File: src/rtl/framebuffer_stream_axi_writer_pkg.sv
// rtl/framebuffer_stream_axi_writer_pkg.sv - shared types and AXI constants for the stream-to-AXI writer
// Contents: FSM state enum, AXI burst/response encodings, 4 KiB boundary size,
//           f_awsize() returning log2(bytes per beat) for a given data width.
package framebuffer_stream_axi_writer_pkg;

  typedef enum logic [1:0] {
    ST_IDLE = 2'd0,
    ST_AW   = 2'd1,
    ST_W    = 2'd2,
    ST_B    = 2'd3
  } fsw_state_e;

  localparam logic [1:0] AXI_BURST_INCR  = 2'b01;
  localparam logic [1:0] AXI_RESP_OKAY   = 2'b00;
  localparam logic [1:0] AXI_RESP_SLVERR = 2'b10;

  localparam int unsigned BOUNDARY_4K = 4096;

  // AWSIZE encoding: log2 of the number of bytes in one data beat.
  function automatic logic [2:0] f_awsize(input int unsigned data_width);
    logic [2:0] size;
    size = 3'd0;
    for (int unsigned i = 0; i < 8; i++) begin
      if ((32'd1 << i) == (data_width / 8)) size = i[2:0];
    end
    return size;
  endfunction

endpackage

File: src/rtl/framebuffer_stream_axi_writer_if.sv
// rtl/framebuffer_stream_axi_writer_if.sv - command, pixel stream and AXI4 write bundle
// Groups: command (s_avalid/s_aaddr/s_abytes/s_aready), AXIS pixel stream (s_axis_*),
//         AXI4 AW/W/B channels (m_axi_*).
// Modports: master = the writer block, slave = framebuffer source plus memory side.
interface framebuffer_stream_axi_writer_if #(
  parameter int DATA_WIDTH = 32,
  parameter int ADDR_WIDTH = 32,
  parameter int ID_WIDTH   = 1
);
  logic                    s_avalid;
  logic [ADDR_WIDTH-1:0]   s_aaddr;
  logic [ADDR_WIDTH-1:0]   s_abytes;
  logic                    s_aready;

  logic                    s_axis_tvalid;
  logic                    s_axis_tready;
  logic                    s_axis_tlast;
  logic [DATA_WIDTH-1:0]   s_axis_tdata;
  logic [DATA_WIDTH/8-1:0] s_axis_tstrb;

  logic [ID_WIDTH-1:0]     m_axi_awid;
  logic [ADDR_WIDTH-1:0]   m_axi_awaddr;
  logic [7:0]              m_axi_awlen;
  logic [2:0]              m_axi_awsize;
  logic [1:0]              m_axi_awburst;
  logic                    m_axi_awvalid;
  logic                    m_axi_awready;

  logic [DATA_WIDTH-1:0]   m_axi_wdata;
  logic [DATA_WIDTH/8-1:0] m_axi_wstrb;
  logic                    m_axi_wlast;
  logic                    m_axi_wvalid;
  logic                    m_axi_wready;

  logic [ID_WIDTH-1:0]     m_axi_bid;
  logic [1:0]              m_axi_bresp;
  logic                    m_axi_bvalid;
  logic                    m_axi_bready;

  modport master (
    input  s_avalid, s_aaddr, s_abytes,
    output s_aready,
    input  s_axis_tvalid, s_axis_tlast, s_axis_tdata, s_axis_tstrb,
    output s_axis_tready,
    output m_axi_awid, m_axi_awaddr, m_axi_awlen, m_axi_awsize, m_axi_awburst, m_axi_awvalid,
    input  m_axi_awready,
    output m_axi_wdata, m_axi_wstrb, m_axi_wlast, m_axi_wvalid,
    input  m_axi_wready,
    input  m_axi_bid, m_axi_bresp, m_axi_bvalid,
    output m_axi_bready
  );

  modport slave (
    output s_avalid, s_aaddr, s_abytes,
    input  s_aready,
    output s_axis_tvalid, s_axis_tlast, s_axis_tdata, s_axis_tstrb,
    input  s_axis_tready,
    input  m_axi_awid, m_axi_awaddr, m_axi_awlen, m_axi_awsize, m_axi_awburst, m_axi_awvalid,
    output m_axi_awready,
    input  m_axi_wdata, m_axi_wstrb, m_axi_wlast, m_axi_wvalid,
    output m_axi_wready,
    output m_axi_bid, m_axi_bresp, m_axi_bvalid,
    input  m_axi_bready
  );

endinterface

File: src/rtl/stream_axi_burst_calc.sv
// rtl/stream_axi_burst_calc.sv - combinational beat count for the next AXI burst
// Ports: i_addr (current byte address), i_remaining (beats left), o_burst_beats.
// Macro: STREAM_AXI_WRITER_4K_SPLIT_EN additionally stops bursts at 4 KiB boundaries.
module stream_axi_burst_calc
  import framebuffer_stream_axi_writer_pkg::*;
#(
  parameter int ADDR_WIDTH      = 32,
  parameter int DATA_WIDTH      = 32,
  parameter int MAX_BURST_BEATS = 16
) (
  input  logic [ADDR_WIDTH-1:0] i_addr,
  input  logic [ADDR_WIDTH-1:0] i_remaining,
  output logic [ADDR_WIDTH-1:0] o_burst_beats
);

  localparam int BYTE_SHIFT = int'(f_awsize(DATA_WIDTH));
  localparam logic [ADDR_WIDTH-1:0] MAX_BEATS = ADDR_WIDTH'(MAX_BURST_BEATS);

  logic w_unused_addr;
  assign w_unused_addr = ^i_addr;

`ifdef STREAM_AXI_WRITER_4K_SPLIT_EN
  // Beats that fit between the (beat-aligned) address and the next 4 KiB page.
  logic [12:0] w_beats_to_4k;
  assign w_beats_to_4k = (13'(BOUNDARY_4K) - {1'b0, i_addr[11:0]}) >> BYTE_SHIFT;

  always_comb begin
    o_burst_beats = (i_remaining > MAX_BEATS) ? MAX_BEATS : i_remaining;
    if (ADDR_WIDTH'(w_beats_to_4k) < o_burst_beats) o_burst_beats = ADDR_WIDTH'(w_beats_to_4k);
  end
`else
  always_comb begin
    o_burst_beats = (i_remaining > MAX_BEATS) ? MAX_BEATS : i_remaining;
  end
`endif

endmodule

File: src/rtl/framebuffer_stream_axi_writer.sv
// rtl/framebuffer_stream_axi_writer.sv - writes one framebuffer AXIS transfer to memory as AXI4 INCR bursts
// Ports: clk, reset (async, active-high), bus (framebuffer_stream_axi_writer_if.master:
//        command, pixel stream, AXI4 AW/W/B), o_busy (command accept to final B), o_error (sticky).
// Macro: STREAM_AXI_WRITER_4K_SPLIT_EN (see stream_axi_burst_calc) enables 4 KiB burst splitting.
module framebuffer_stream_axi_writer
  import framebuffer_stream_axi_writer_pkg::*;
#(
  parameter int DATA_WIDTH      = 32,
  parameter int ADDR_WIDTH      = 32,
  parameter int MAX_BURST_BEATS = 16,
  parameter int ID_WIDTH        = 1
) (
  input  logic clk,
  input  logic reset,
  framebuffer_stream_axi_writer_if.master bus,
  output logic o_busy,
  output logic o_error
);

  localparam int BYTES      = DATA_WIDTH / 8;
  localparam int BYTE_SHIFT = int'(f_awsize(DATA_WIDTH));

  fsw_state_e            r_state;
  logic [ADDR_WIDTH-1:0] r_addr;
  logic [ADDR_WIDTH-1:0] r_remaining;
  logic [ADDR_WIDTH-1:0] r_beat;
  logic                  r_awvalid;
  logic                  r_bready;
  logic                  r_busy;
  logic                  r_error;

  logic [ADDR_WIDTH-1:0] w_burst_beats;
  logic [ADDR_WIDTH:0]   w_bytes_round;
  logic [ADDR_WIDTH-1:0] w_cmd_beats;
  logic                  w_last_beat;
  logic                  w_final_burst;
  logic                  w_w_hs;
  logic                  w_unused_bid;

  // Burst size is derived from registered address/remaining, so it stays
  // stable across the whole AW -> W -> B sequence of one burst.
  stream_axi_burst_calc #(
    .ADDR_WIDTH      (ADDR_WIDTH),
    .DATA_WIDTH      (DATA_WIDTH),
    .MAX_BURST_BEATS (MAX_BURST_BEATS)
  ) u_burst_calc (
    .i_addr        (r_addr),
    .i_remaining   (r_remaining),
    .o_burst_beats (w_burst_beats)
  );

  // Round partial trailing words up to a full beat.
  assign w_bytes_round = {1'b0, bus.s_abytes} + (ADDR_WIDTH+1)'(BYTES - 1);
  assign w_cmd_beats   = ADDR_WIDTH'(w_bytes_round >> BYTE_SHIFT);

  assign w_last_beat   = (r_beat == w_burst_beats - 1'b1);
  assign w_final_burst = (w_burst_beats == r_remaining);
  assign w_w_hs        = (r_state == ST_W) && bus.s_axis_tvalid && bus.m_axi_wready;
  assign w_unused_bid  = ^bus.m_axi_bid;

  assign bus.s_aready      = (r_state == ST_IDLE);
  // Zero-latency pass-through of the pixel stream onto the W channel.
  assign bus.s_axis_tready = (r_state == ST_W) && bus.m_axi_wready;
  assign bus.m_axi_wvalid  = (r_state == ST_W) && bus.s_axis_tvalid;
  assign bus.m_axi_wdata   = bus.s_axis_tdata;
  assign bus.m_axi_wstrb   = bus.s_axis_tstrb;
  assign bus.m_axi_wlast   = (r_state == ST_W) && w_last_beat;

  assign bus.m_axi_awid    = '0;
  assign bus.m_axi_awaddr  = r_addr;
  assign bus.m_axi_awlen   = w_burst_beats[7:0] - 8'd1;
  assign bus.m_axi_awsize  = f_awsize(DATA_WIDTH);
  assign bus.m_axi_awburst = AXI_BURST_INCR;
  assign bus.m_axi_awvalid = r_awvalid;
  assign bus.m_axi_bready  = r_bready;

  assign o_busy  = r_busy;
  assign o_error = r_error;

  always_ff @(posedge clk or posedge reset) begin
    if (reset) begin
      r_state     <= ST_IDLE;
      r_addr      <= '0;
      r_remaining <= '0;
      r_beat      <= '0;
      r_awvalid   <= 1'b0;
      r_bready    <= 1'b0;
      r_busy      <= 1'b0;
      r_error     <= 1'b0;
    end else begin
      case (r_state)
        ST_IDLE: begin
          if (bus.s_avalid) begin
            r_error     <= 1'b0;
            r_addr      <= bus.s_aaddr;
            r_remaining <= w_cmd_beats;
            r_beat      <= '0;
            // Zero-length commands are consumed without any bus activity.
            if (w_cmd_beats != '0) begin
              r_state   <= ST_AW;
              r_awvalid <= 1'b1;
              r_busy    <= 1'b1;
            end
          end
        end
        ST_AW: begin
          if (bus.m_axi_awready) begin
            r_awvalid <= 1'b0;
            r_beat    <= '0;
            r_state   <= ST_W;
          end
        end
        ST_W: begin
          if (w_w_hs) begin
            // tlast is only checked; the beat count decides where the transfer ends.
            if (bus.s_axis_tlast != (w_final_burst && w_last_beat)) r_error <= 1'b1;
            if (w_last_beat) begin
              r_bready <= 1'b1;
              r_state  <= ST_B;
            end else begin
              r_beat <= r_beat + 1'b1;
            end
          end
        end
        ST_B: begin
          if (bus.m_axi_bvalid) begin
            r_bready    <= 1'b0;
            if (bus.m_axi_bresp != AXI_RESP_OKAY) r_error <= 1'b1;
            r_addr      <= r_addr + (w_burst_beats << BYTE_SHIFT);
            r_remaining <= r_remaining - w_burst_beats;
            if (w_final_burst) begin
              r_busy  <= 1'b0;
              r_state <= ST_IDLE;
            end else begin
              r_awvalid <= 1'b1;
              r_state   <= ST_AW;
            end
          end
        end
        default: r_state <= ST_IDLE;
      endcase
    end
  end

endmodule

File: src/flat_wrapper.sv
// flat-port wrapper written by rule: the top's interface ports become plain ports
module framebuffer_stream_axi_writer_flat import framebuffer_stream_axi_writer_pkg::*;
#(
  parameter int DATA_WIDTH      = 32,
  parameter int ADDR_WIDTH      = 32,
  parameter int MAX_BURST_BEATS = 16,
  parameter int ID_WIDTH        = 1
)
  (clk, reset, o_busy, o_error, bus_s_avalid, bus_s_aaddr, bus_s_abytes, bus_s_aready, bus_s_axis_tvalid, bus_s_axis_tlast, bus_s_axis_tdata, bus_s_axis_tstrb, bus_s_axis_tready, bus_m_axi_awid, bus_m_axi_awaddr, bus_m_axi_awlen, bus_m_axi_awsize, bus_m_axi_awburst, bus_m_axi_awvalid, bus_m_axi_awready, bus_m_axi_wdata, bus_m_axi_wstrb, bus_m_axi_wlast, bus_m_axi_wvalid, bus_m_axi_wready, bus_m_axi_bid, bus_m_axi_bresp, bus_m_axi_bvalid, bus_m_axi_bready);
  framebuffer_stream_axi_writer_if #(.DATA_WIDTH(DATA_WIDTH), .ADDR_WIDTH(ADDR_WIDTH), .ID_WIDTH(ID_WIDTH)) bus_i ();
  input  logic clk;
  input  logic reset;
  output logic o_busy;
  output logic o_error;
  input wire logic [$bits(bus_i.s_avalid)-1:0] bus_s_avalid;
  input wire logic [$bits(bus_i.s_aaddr)-1:0] bus_s_aaddr;
  input wire logic [$bits(bus_i.s_abytes)-1:0] bus_s_abytes;
  output wire logic [$bits(bus_i.s_aready)-1:0] bus_s_aready;
  input wire logic [$bits(bus_i.s_axis_tvalid)-1:0] bus_s_axis_tvalid;
  input wire logic [$bits(bus_i.s_axis_tlast)-1:0] bus_s_axis_tlast;
  input wire logic [$bits(bus_i.s_axis_tdata)-1:0] bus_s_axis_tdata;
  input wire logic [$bits(bus_i.s_axis_tstrb)-1:0] bus_s_axis_tstrb;
  output wire logic [$bits(bus_i.s_axis_tready)-1:0] bus_s_axis_tready;
  output wire logic [$bits(bus_i.m_axi_awid)-1:0] bus_m_axi_awid;
  output wire logic [$bits(bus_i.m_axi_awaddr)-1:0] bus_m_axi_awaddr;
  output wire logic [$bits(bus_i.m_axi_awlen)-1:0] bus_m_axi_awlen;
  output wire logic [$bits(bus_i.m_axi_awsize)-1:0] bus_m_axi_awsize;
  output wire logic [$bits(bus_i.m_axi_awburst)-1:0] bus_m_axi_awburst;
  output wire logic [$bits(bus_i.m_axi_awvalid)-1:0] bus_m_axi_awvalid;
  input wire logic [$bits(bus_i.m_axi_awready)-1:0] bus_m_axi_awready;
  output wire logic [$bits(bus_i.m_axi_wdata)-1:0] bus_m_axi_wdata;
  output wire logic [$bits(bus_i.m_axi_wstrb)-1:0] bus_m_axi_wstrb;
  output wire logic [$bits(bus_i.m_axi_wlast)-1:0] bus_m_axi_wlast;
  output wire logic [$bits(bus_i.m_axi_wvalid)-1:0] bus_m_axi_wvalid;
  input wire logic [$bits(bus_i.m_axi_wready)-1:0] bus_m_axi_wready;
  input wire logic [$bits(bus_i.m_axi_bid)-1:0] bus_m_axi_bid;
  input wire logic [$bits(bus_i.m_axi_bresp)-1:0] bus_m_axi_bresp;
  input wire logic [$bits(bus_i.m_axi_bvalid)-1:0] bus_m_axi_bvalid;
  output wire logic [$bits(bus_i.m_axi_bready)-1:0] bus_m_axi_bready;
  assign bus_i.s_avalid = bus_s_avalid;
  assign bus_i.s_aaddr = bus_s_aaddr;
  assign bus_i.s_abytes = bus_s_abytes;
  assign bus_s_aready = bus_i.s_aready;
  assign bus_i.s_axis_tvalid = bus_s_axis_tvalid;
  assign bus_i.s_axis_tlast = bus_s_axis_tlast;
  assign bus_i.s_axis_tdata = bus_s_axis_tdata;
  assign bus_i.s_axis_tstrb = bus_s_axis_tstrb;
  assign bus_s_axis_tready = bus_i.s_axis_tready;
  assign bus_m_axi_awid = bus_i.m_axi_awid;
  assign bus_m_axi_awaddr = bus_i.m_axi_awaddr;
  assign bus_m_axi_awlen = bus_i.m_axi_awlen;
  assign bus_m_axi_awsize = bus_i.m_axi_awsize;
  assign bus_m_axi_awburst = bus_i.m_axi_awburst;
  assign bus_m_axi_awvalid = bus_i.m_axi_awvalid;
  assign bus_i.m_axi_awready = bus_m_axi_awready;
  assign bus_m_axi_wdata = bus_i.m_axi_wdata;
  assign bus_m_axi_wstrb = bus_i.m_axi_wstrb;
  assign bus_m_axi_wlast = bus_i.m_axi_wlast;
  assign bus_m_axi_wvalid = bus_i.m_axi_wvalid;
  assign bus_i.m_axi_wready = bus_m_axi_wready;
  assign bus_i.m_axi_bid = bus_m_axi_bid;
  assign bus_i.m_axi_bresp = bus_m_axi_bresp;
  assign bus_i.m_axi_bvalid = bus_m_axi_bvalid;
  assign bus_m_axi_bready = bus_i.m_axi_bready;
  framebuffer_stream_axi_writer #(.DATA_WIDTH(DATA_WIDTH), .ADDR_WIDTH(ADDR_WIDTH), .MAX_BURST_BEATS(MAX_BURST_BEATS), .ID_WIDTH(ID_WIDTH)) u_core (.clk(clk), .reset(reset), .bus(bus_i), .o_busy(o_busy), .o_error(o_error));
endmodule
File: config.mk
export PLATFORM = sky130hd
export DESIGN_NAME = framebuffer_stream_axi_writer_flat
export DESIGN_NICKNAME = d
export VERILOG_FILES = /design/src/rtl/framebuffer_stream_axi_writer_pkg.sv /design/src/rtl/framebuffer_stream_axi_writer_if.sv /design/src/rtl/stream_axi_burst_calc.sv /design/src/rtl/framebuffer_stream_axi_writer.sv /design/src/flat_wrapper.sv
export SDC_FILE = /design/constraint.sdc
export NUM_CORES = 1
export LEC_CHECK = 0
export CAP_MARGIN = 10
export CORE_UTILIZATION = 31
export DETAILED_ROUTE_END_ITERATION = 6
export MAX_ROUTING_LAYER = met4
export SETUP_SLACK_MARGIN = 0.4
export SLEW_MARGIN = 20
export SYNTH_ARGS = -nofsm -noshare
export SYNTH_HDL_FRONTEND = slang
export SYNTH_SLANG_ARGS = --single-unit
File: constraint.sdc
create_clock -name clk -period 11.06 [get_ports clk]
set_input_delay 2.212 -clock clk [delete_from_list [all_inputs] [get_ports clk]]
set_output_delay 2.212 -clock clk [all_outputs]
set_load 0.01 [all_outputs]
; Word level (Yosys, flattened, before mapping)
; Cells that the tools add are included.
[classes]
addsub = 6
magnitude_cmp = 1
n_eq_ne = 17
n_mux = 39
reduce_logical = 20
[op_table]
columns = cell, n
row1 = 2-to-1 mux 32 bit, 9
row2 = case mux 32 bit (2 select lines), 2
row3 = case mux 32 bit (3 select lines), 1
row4 = equality test 32 bit, 2
row5 = adder 32 x 2 -> 33 bit (second input constant), 1
row6 = adder 32 x 1 -> 32 bit (second input constant), 1
row7 = adder 32 bit, 1
row8 = > comparator 32 x 5 -> 1 bit (second input constant), 1
row9 = nonzero test 32 bit, 1
row10 = subtractor 32 x 1 -> 32 bit (second input constant), 1
row11 = subtractor 32 bit, 1
row12 = AND reduction 6 bit, 3
row13 = 2-to-1 mux 1 bit, 16
row14 = 2-to-1 mux 2 bit, 6
row15 = != test 2 bit (second input constant), 6
row16 = != test 2 x 1 -> 1 bit (second input constant), 5
row17 = AND reduction 5 bit, 2
row18 = nonzero test 3 bit, 3
row19 = case mux 2 bit (4 select lines), 1
row20 = subtractor 8 x 1 -> 8 bit (second input constant), 1
row21 = case mux 1 bit (3 select lines), 2
row22 = nonzero test 2 bit, 3
row23 = logical AND 1 bit, 5
row24 = equality test 2 bit (second input constant), 2
row25 = 6 further kinds, 7
[totals]
regBits = 102
in_bits = 111
output_inout_bits = 90

; Depth between registers and ports, before layout
; Gate-level depths: netlist (run 1).
[depth]
depth_word = 9
ltp_mapped = 21
depth_no_buf = 18

; Modules after synthesis
; From an unflattened synthesis (run 1), not the netlist that was laid out.
[unflattened]
hier_cells = 1384
area_unflattened_um2 = 10815.4
[by_module_without_submodules]
columns = mod, n_inst, cells_per_inst, area_per_inst_um2, seq_area_each_um2
row1 = framebuffer_stream_axi_writer, 1, 1338, 10505.1, 2552.4
row2 = stream_axi_burst_calc, 1, 46, 310.3, 0.0

; Worst setup path after synthesis (run 1)
; No wires, ideal clock.
[synth_path]
kind = flip-flop to output port
from = register u_core.r_remaining[8]
to = output port bus_m_axi_wlast
arrival_time_ps = 4096
t_required_ps = 8848
slack_ps = 4752
stages_incl_launch_ff = 16
n_path_buf = 4
cell_sequence = dfrtp_1 > or4_4 > or4_4 > buf_6 > or4_1 > buf_2 > a21oi_1 > clkbuf_1 > nand2_1 > ha_1 > clkbuf_1 > xnor2_1 > nor2_1 > o311a_1 > o2bb2ai_1 > nor3_1
[synth_between]
elab_chain_len = 5
[synth_lines]
columns = element, line_no
row1 = "start, declared", framebuffer_stream_axi_writer.sv:25  ; logic [ADDR_WIDTH-1:0] r_remaining;
row2 = "start signal, assigned", framebuffer_stream_axi_writer.sv:96  ; r_remaining <= w_cmd_beats;
row3 = "start signal, assigned", framebuffer_stream_axi_writer.sv:130  ; r_remaining <= r_remaining - w_burst_beats;
row4 = > comparator 32 x 5 -> 1 bit, stream_axi_burst_calc.sv:33  ; o_burst_beats = (i_remaining > MAX_BEATS) ? MAX_BEATS : i_remaining;
row5 = 2-to-1 mux 32 bit (*), stream_axi_burst_calc.sv:33
row6 = subtractor 32 x 1 -> 32 bit (*), framebuffer_stream_axi_writer.sv:56  ; assign w_last_beat = (r_beat == w_burst_beats - 1'b1);
row7 = equality test 32 bit (*), framebuffer_stream_axi_writer.sv:56
row8 = logical AND 1 bit (*), framebuffer_stream_axi_writer.sv:67  ; assign bus.m_axi_wlast = (r_state == ST_W) && w_last_beat;
row9 = "end, declared", flat_wrapper.sv:33  ; output wire logic [$bits(bus_i.m_axi_wlast)-1:0] bus_m_axi_wlast;
; Every way passes the cells marked *; elsewhere a longest branch is shown, timed or not.

; Final worst setup path (run 1)
[layout_path]
from = register u_core.r_remaining[24]
to = output port bus_m_axi_wlast
; Same word-level chain as after synthesis.

==> impl_metrics.tcl, run 1 <==
set metrics [dict create \
    status "completed" \
    wl_per_cell_um 17.2 \
    drv_slew 0 \
    grt_use_total_pct 18.7 \
    synth-seq-area-share_pct 30.1 \
    clock_sinks 102 \
    required_ns 8.85 \
    synth_mux_area_share_pct 2.42 \
    finalCritPeriodShare_pct 73.2 \
    area_delta_synth_final_pct 19.5 \
    cts_resized 0 \
    grt_max_degree 78 \
    cts_root_buf "clkbuf_16" \
    avgSynthCellArea_sq_um 8.02 \
    placed_cell_area_sq_mm 0.00982 \
    critPathKind "register to primary output" \
    cts_tree "yes" \
    grt_pass1_vias 7380 \
    drt_iter0_markers 591 \
    coreArea_sq_mm 0.0269 \
    leakage_uw 0.00407 \
    cts_hold_buf 0 \
    hold_viol 0 \
    synth_edf_count 0 \
    die_h_um 167 \
    power.density_mw_per_mm2 239 \
    antenna_found_initial 1 \
    synthAdderAreaFrac_pct 5.84 \
    endpoint_kind "primary output" \
    multi_input_area_sq_mm 0.00545 \
    nFillCells 2799 \
    crit_fanout 12 \
    synthXorXnorAreaFrac_pct 7.64 \
    synth-warning-count 0 \
    start_util_pct 31.6 \
    ys.flop_type "dfrtp_1" \
    io_pins 201 \
    synth_top_area_cell "dfrtp_1" \
    num_rows 60 \
    postCtsSetupRepairBufs 0 \
    maxSlewHeadroom_pct 38.0 \
    synth_cells 1058 \
    async_reset_ff_share_pct 100 \
    final_area_sq_mm 0.0101 \
    met1_usage_pct 25.6 \
    worstMarginPinSlew_ns 0.930 \
    synth_top_area_share_pct 30.1 \
    hold_path.class "register to register" \
    ys_ff_latch 102 \
    drtPass1Iterations 7 \
    yosysMostFrequentCell "nand2_1" \
    drc 0 \
    setup_viol 0 \
    hpwlAfterDp_mm 19.0 \
    grt_pass1_wl_mm 40.4 \
    met2_usage_pct 28.9 \
    drv_cap 0 \
    gp_congestion 0.886 \
    worstPathArrival_ns 5.88 \
    vias 8054 \
    globalRouteOverflowTotal 0 \
    critPathLaunchType "register" \
    finalSetupTns_ns 0 \
    synth-compound-area-share_pct 20.4 \
    rsz0062_at_grt "false" \
    fin_worst_skew_ns 0.0132 \
    chipWidth_um 167 \
    fin_nets 1288 \
    r2r_slack_ns 5.05 \
    synthTopCellsByCount "104 x nand2_1, 102 x dfrtp_1, 99 x nor2_1" \
    synth_area_leaders "dfrtp_1 30%, ha_1 5.6%, a21oi_1 5.2%" \
    gr-usage-met3_pct 2.74 \
    synth_top_family_by_area "simple AND/OR/NAND/NOR gates" \
    drtAntennaViolNets 0 \
    fmax_mhz 124 \
    drt_wl_total_mm 25.5 \
    synthSimpleGateAreaFrac_pct 26.0 \
    clk_latency_ns 0.36 \
    clk_path_buf_depth 2 \
    grt-busiest-layer "met2" \
    drive_gt1_share_pct 4.11 \
    clk_pin_slew_worst_paths_ns 0.08 \
    syn_area_sq_mm 0.00849 \
    dieArea_sq_mm 0.0280 \
    period_needed_ns 8.09 \
    viasPerCell 5.42 \
    cts_max_level 3 \
    portBuffers 121 \
    seq_area_sq_mm 0.00255 \
    yosysUniqueCellTypes 75 \
    ir_drop_uv 131 \
    numCtsBuffers 9 \
]
## layout make-up
| cell class | instances | area share [%] |
|---|---|---|
| multi-input combinational | 864 | 53.7 |
| sequential | 102 | 25.2 |
| timing repair buffer | 131 | 12.7 |
| tap | 341 | 4.21 |
| clock buffer | 10 | 2.26 |
| inverter | 30 | 1.13 |
| clock inverter | 6 | 0.765 |
| antenna | 1 | 0.0247 |
## through the flow
stage          total power (uW)  worst slack [ns]  hold WS (ns)  util (%)  cells
6_report                   2420              2.97         0.491      37.7   1485
5_1_grt                    2620              2.66         0.512      37.7   1485
4_1_cts                    2420              3.00         0.498      37.7   1483
3_5_place_dp               2060              3.40         0.482      36.5   1467
3_3_place_gp               2040              3.46         0.472      36.5   1467
2_1_floorplan              1600              4.75         0.471         -   1087
## report_power, final
group	internal (uW)	switching, uW	total, uW
sequential	506	148	655
clock	181	162	342
combinational	593	829	1420
total	1280	1140	2420
## layer usage
metal  wire (um)  part of all wire, %  vias up
met3        1230                  4.8       25
met1       12100                   48     3854
li1            -                    -     3953
met5           0                    0        -
met2       11700                   46      222
met4         391                  1.5        0
## placed cells by master (no fill, tap or decap), drive strengths merged, types with 8 or more instances in the layout
cell,n
or4,11
o31ai,8
and3,20
nand2b,14
clkbuf,10
o21ai,62
buf,10
inv,32
ha,38
a31oi,10
dfrtp,102
nor3b,9
nand3,25
clkdlybuf4s50,121
nand2,104
a211oi,8
conb,31
nor4,25
o22ai,13
nand4,37
or3,18
xnor2,33
xor2,41
nor3,23
and2,15
mux2i,16
a21o,15
nor2b,9
a21oi,89
nor2,99
## state kept, by name (all words and copies together) (netlist names)
name and count:
u_core.bus.m_axi_awvalid 1, u_core.r_remaining 32, u_core.r_state 2, u_core.bus.m_axi_bready 1, u_core.o_busy 1, u_core.o_error 1
u_core.bus.m_axi_awaddr 32, u_core.r_beat 32
## cells by family (layout without fill, tap and decap cells)
logic type,count (synthesis),after routing
AO/OA/AOI/OAI,271,271
XOR/XNOR,74,74
adder cells (fa/ha/maj),39,39
buffers and inverters,121,177
flip-flops,102,102
multiplexers,20,20
other,2,32
AND/OR/NAND/NOR,429,429
## worst max-delay path, stage by stage (launching register included)
cell	delay (ns)
dfrtp_1	0.41
or4_1	0.57
or3_1	0.41
or4_1	0.70
a21oi_1	0.79
nand2_1	0.28
ha_1	0.38
xnor2_1	0.37
nand4_1	0.14
nor2_1	0.11
o311a_1	0.20
o2bb2ai_1	0.16
nor3_1	0.38
clkdlybuf4s50_1	0.61
## worst paths after layout
kind	startpoint	end	cells past startpoint
worst max-delay path	u_core.r_remaining[24]	bus_m_axi_wlast	13
worst min-delay path	u_core.bus.m_axi_awaddr[0]	u_core.bus.m_axi_awaddr[0]	2
worst max register to register	u_core.r_remaining[24]	u_core.r_beat[26]	14
worst min register to register	u_core.bus.m_axi_awaddr[0]	u_core.bus.m_axi_awaddr[0]	2
max in group asynchronous	reset	u_core.bus.m_axi_awaddr[16]	3
min in group asynchronous	reset	u_core.r_beat[2]	2
Power figures use the tool's default switching activity.
==> inputs of run 2 (changes only) <==
==> constraint.sdc (replaced) <==
create_clock -name clk -period 8.49 [get_ports clk]
set_input_delay 1.698 -clock clk [delete_from_list [all_inputs] [get_ports clk]]
set_output_delay 1.698 -clock clk [all_outputs]
set_load 0.01 [all_outputs]
==> run 2 against run 1 <==
Effect of this change: global-route usage fell by 0.099 points; first-iteration DRC count is 11% lower; clock power increased by 28%; cell area about the same; sequential cell count unchanged; largest cell class unchanged; largest power group unchanged.
==> impl_metrics.tcl, run 2 (synthesis gave the netlist of run 1 again) <==
set metrics [dict create \
    drive_gt1_share_pct 4.20 \
    grt_pass1_vias 7358 \
    drv_cap 0 \
    hold_viol 0 \
    crit_chain "or4_1, or3_1, or4_1, a21oi_1, buf_4, nand2_1, ha_1, xnor2_1, nand4_1, nor2_1, o311a_1, o2bb2ai_1, nor3_1, clkdlybuf4s50_1" \
    coreArea_sq_mm 0.0269 \
    slowest_stage "or4_1" \
    drt_iter0_markers 528 \
    p_switching_uw 1480 \
    clk_pin_slew_worst_paths_ns 0.08 \
    layout_common_cells "121 x clkdlybuf4s50_1, 104 x nand2_1, 102 x dfrtp_1" \
    drv_slew 0 \
    critPathMostFrequentCell "or4_1" \
    nFillCells 2768 \
    drc 0 \
    multi_input_area_sq_mm 0.00545 \
    final_common_cell "clkdlybuf4s50_1" \
    finalSetupTns_ns 0 \
    whs_ns 0.489 \
    fin_cells 1486 \
    clk_path_buf_depth 2 \
    viasPerCell 5.41 \
    clk_latency_ns 0.35 \
    maxSlewHeadroom_pct 42.3 \
    drtAntennaViolNets 0 \
    dieArea_sq_mm 0.0280 \
    leakage_uw 0.00407 \
    p_int_uw 1670 \
    num_rows 60 \
    fmax_mhz 143 \
    switching_share_pct 47.0 \
    postCtsSetupRepairBufs 0 \
    globalRouteOverflowTotal 0 \
    worstPathArrival_ns 5.31 \
    period_needed_ns 7.01 \
    dp_slack_ns 1.95 \
    grt_pass1_wl_mm 40.3 \
    grt_use_total_pct 18.6 \
    vias 8046 \
    drtPass1Iterations 5 \
    setup_viol 0 \
    pwr-share-clk_pct 13.9 \
    start_util_pct 31.6 \
    final_area_sq_mm 0.0101 \
    status "completed" \
    numCtsBuffers 9 \
    hold_path.class "register to register" \
    grt_max_degree 62 \
    ir_drop_uv 146 \
    cts_tree "yes" \
    finalCritPeriodShare_pct 82.6 \
    die_h_um 167 \
    antenna_found_initial 2 \
    pwr-share-seq_pct 27.2 \
    worstMarginPinSlew_ns 0.862 \
    power.density_mw_per_mm2 310 \
    fin_worst_skew_ns 0.0103 \
    critPathLaunchType "register" \
    required_ns 6.79 \
    endpoint_kind "primary output" \
    portBuffers 121 \
    hpwlAfterDp_mm 18.9 \
    fin_nets 1289 \
    wl_per_cell_um 17.1 \
    crit_fanout 12 \
    cts_root_buf "clkbuf_16" \
    gp_congestion 0.900 \
    cts_resized 0 \
    critPathKind "register to primary output" \
    seq_area_sq_mm 0.00255 \
    chipWidth_um 167 \
    placed_cell_area_sq_mm 0.00984 \
    drt_wl_total_mm 25.5 \
    area_delta_synth_final_pct 19.6 \
    cts_max_level 3 \
    cts_hold_buf 0 \
    clock_sinks 102 \
    p_comb_share_pct 58.9 \
    critical_path.max_stage_delay_ns 0.72 \
    finalWorstSetupSlack_ns 1.48 \
    io_pins 201 \
    place_inst 1469 \
    rsz0062_at_grt "false" \
]
-- run 2: power by group through the flow --
stage	sequential, uW	clock [uW]	combinational [uW]
after detailed placement	864	0	1840
after global placement	859	0	1800
after global routing	885	466	2070
after floorplan	835	0	1250
after CTS	855	448	1850
final	856	438	1860
-- run 2: worst paths after layout --
kind                                       startpoint                    endpoint  slack [ns]  cells past startpoint
min reg2reg                u_core.bus.m_axi_awaddr[1]  u_core.bus.m_axi_awaddr[1]        0.49                      2
min in group asynchronous                       reset            u_core.r_beat[3]        1.76                      2
min                        u_core.bus.m_axi_awaddr[1]  u_core.bus.m_axi_awaddr[1]        0.49                      2
max                            u_core.r_remaining[24]             bus_m_axi_wlast        1.48                     14
max reg2reg                    u_core.r_remaining[24]           u_core.r_beat[14]        3.04                     16
max in group asynchronous                       reset      u_core.r_remaining[12]        5.49                      3
-- run 2: critical path, delay by kind of cell, from the launching register on --
family / cells / cell delay [ns]
AO/OA/AOI/OAI: 3 / 0.56
XOR/XNOR: 1 / 0.36
adder cells (fa/ha/maj): 1 / 0.33
buffers and inverters: 2 / 0.82
flip-flops: 1 / 0.41
AND/OR/NAND/NOR: 7 / 2.47
-- run 2: cell type report --
type / instances / share of cell area, %
clock buffers: 10 / 2.36
inverters: 30 / 1.13
diodes: 2 / 0.0493
well taps: 341 / 4.20
repair buffers: 132 / 12.8
flip-flops and latches: 102 / 25.2
multi-input cells: 864 / 53.7
clock inverters: 5 / 0.580
-- run 2: through the flow --
stage / util [%] / power [uW]
after CTS: 37.7 / 3150
final: 37.8 / 3150
after global routing: 37.8 / 3420
after global placement: 36.6 / 2660
after floorplan: - / 2090
after detailed placement: 36.6 / 2700
-- run 2: per-layer routing --
layer	vias to the layer above	track usage [%]	wire length, um
met5	-	-	0
met2	223	28.7	11600
met4	0	4.39	392
met3	31	2.69	1170
met1	3832	25.6	12300
li1	3960	-	-
==> inputs of run 3 (changes only) <==
==> constraint.sdc (replaced) <==
create_clock -name clk -period 6.86 [get_ports clk]
set_input_delay 1.372 -clock clk [delete_from_list [all_inputs] [get_ports clk]]
set_output_delay 1.372 -clock clk [all_outputs]
set_load 0.01 [all_outputs]
==> run 3 against run 2 <==
Effect of this change: total power is 23% higher; first-iteration DRC count is 39% higher; die area stayed put; worst setup slack worse by 0.85 ns; sequential cell count stayed put; cell count hardly changed; clock power is 21% higher; register-to-register slack worse by 1.4 ns; combinational power is 23% higher; critical path type unchanged; critical endpoint unchanged; highest routed layer unchanged.
==> impl_metrics.tcl, run 3 (synthesis gave the netlist of run 1 again) <==
set metrics [dict create \
    clk_path_buf_depth 2 \
    total_power_uw 3880 \
    fin_nets 1289 \
    drtPass1Iterations 5 \
    cts_max_level 3 \
    min_from "u_core.bus.m_axi_awaddr[0]" \
    grt_use_total_pct 19.2 \
    clk_pin_slew_worst_paths_ns 0.08 \
    chipWidth_um 167 \
    globalRouteOverflowTotal 0 \
    vias 8165 \
    cts_tree "yes" \
    hold_depth 2 \
    finalCritPeriodShare_pct 90.8 \
    power.density_mw_per_mm2 382 \
    area_delta_synth_final_pct 19.7 \
    final_area_sq_mm 0.0102 \
    cts_root_buf "clkbuf_16" \
    postCtsSetupRepairBufs 0 \
    grt_pass1_wl_mm 41.5 \
    rsz0062_at_grt "false" \
    seq_area_sq_mm 0.00255 \
    hold_path.class "register to register" \
    num_rows 60 \
    viasPerCell 5.49 \
    dp_slack_ns 0.736 \
    cts_resized 1 \
    period_needed_ns 6.23 \
    drv_cap 0 \
    multi_input_area_sq_mm 0.00547 \
    hpwlAfterDp_mm 19.1 \
    clk_latency_ns 0.36 \
    grt_pass1_vias 7644 \
    crit_fanout 8 \
    finalWorstSetupSlack_ns 0.629 \
    setup_viol 0 \
    leakage_uw 0.00408 \
    finalSetupTns_ns 0 \
    coreArea_sq_mm 0.0269 \
    wl_per_cell_um 17.4 \
    antenna_found_initial 2 \
    nFillCells 2788 \
    start_util_pct 31.6 \
    ir_drop_uv 202 \
    worstPathArrival_ns 4.86 \
    cts_hold_buf 0 \
    portBuffers 121 \
    required_ns 5.49 \
    fin_worst_skew_ns 0.0103 \
    hold_viol 0 \
    drtAntennaViolNets 0 \
    fmax_mhz 160 \
    drt_wl_total_mm 25.9 \
    endpoint_kind "primary output" \
    gp_congestion 0.873 \
    final_common_cell "clkdlybuf4s50_1" \
    reg2reg_depth 16 \
    whs_ns 0.504 \
    critPathLaunchType "register" \
    numCtsBuffers 9 \
    status "completed" \
    drt_iter0_markers 735 \
    critPathKind "register to primary output" \
    r2r-start "u_core.r_remaining[24]" \
    drv_slew 0 \
    drive_gt1_share_pct 4.63 \
    placed_cell_area_sq_mm 0.00983 \
    io_pins 201 \
    grt_max_degree 77 \
    dieArea_sq_mm 0.0280 \
    worstMarginPinSlew_ns 0.911 \
    layout_common_cells "121 x clkdlybuf4s50_1, 104 x nand2_1, 102 x dfrtp_1" \
    die_h_um 167 \
    maxSlewHeadroom_pct 39.0 \
    startpoint "u_core.r_remaining[24]" \
    clock_sinks 102 \
    drc 0 \
]
-- run 3: cell types whose count changed in the layout (fill, tap and decap cells not counted), sizes merged --
cell      before  now
inv           30   35
clkinvlp       2    0
bufinv         1    0
clkbuf        10    9
-- run 3: final timing paths --
| check | endpoint | slack [ns] |
|---|---|---|
| worst max-delay path | bus_m_axi_wlast | 0.63 |
| max in group asynchronous | u_core.bus.m_axi_awaddr[21] | 4.15 |
| min in group asynchronous | u_core.bus.m_axi_bready | 1.46 |
| worst min-delay path | u_core.bus.m_axi_awaddr[0] | 0.50 |
| worst max register to register | u_core.bus.m_axi_awaddr[31] | 1.62 |
| worst min register to register | u_core.bus.m_axi_awaddr[0] | 0.50 |
-- run 3: worst max-delay path, cell delays in order, from the launching register on --
cell and delay [ns]:
dfrtp_1 0.41, or4_1 0.59, or3_1 0.41, or4_4 0.61, nor2_1 0.20, nand2_1 0.14
ha_1 0.36, xnor2_2 0.29, nand4_1 0.12, nor2_1 0.11, o311a_1 0.21, o2bb2ai_1 0.17
nor3_2 0.29, clkdlybuf4s50_1 0.59
-- run 3: routing by layer --
metal	wire, um	vias to the layer above	track usage [%]
met5	0	-	-
met4	429	0	4.67
met3	1260	32	2.79
met2	11900	243	29.8
met1	12400	3928	26.2
li1	-	3962	-
-- run 3: layout make-up --
class,instances,share of cell area (%)
Clock inverter,7,0.616
Multi-Input combinational cell,864,53.9
Clock buffer,9,2.22
Inverter,30,1.13
Timing Repair Buffer,132,12.8
Sequential cell,102,25.1
Tap cell,341,4.20
Antenna cell,2,0.0493
-- run 3: report_power, final --
group / switching, uW / internal, uW
sequential: 250 / 816
clock: 274 / 257
combinational: 1330 / 956
total: 1850 / 2030
-- run 3: stage by stage --
stage                     utilization [%]  instances
after floorplan                         -       1087
after global placement               36.6       1468
after detailed placement             36.6       1468
after CTS                            37.7       1484
after global routing                 37.8       1487
final                                37.8       1487
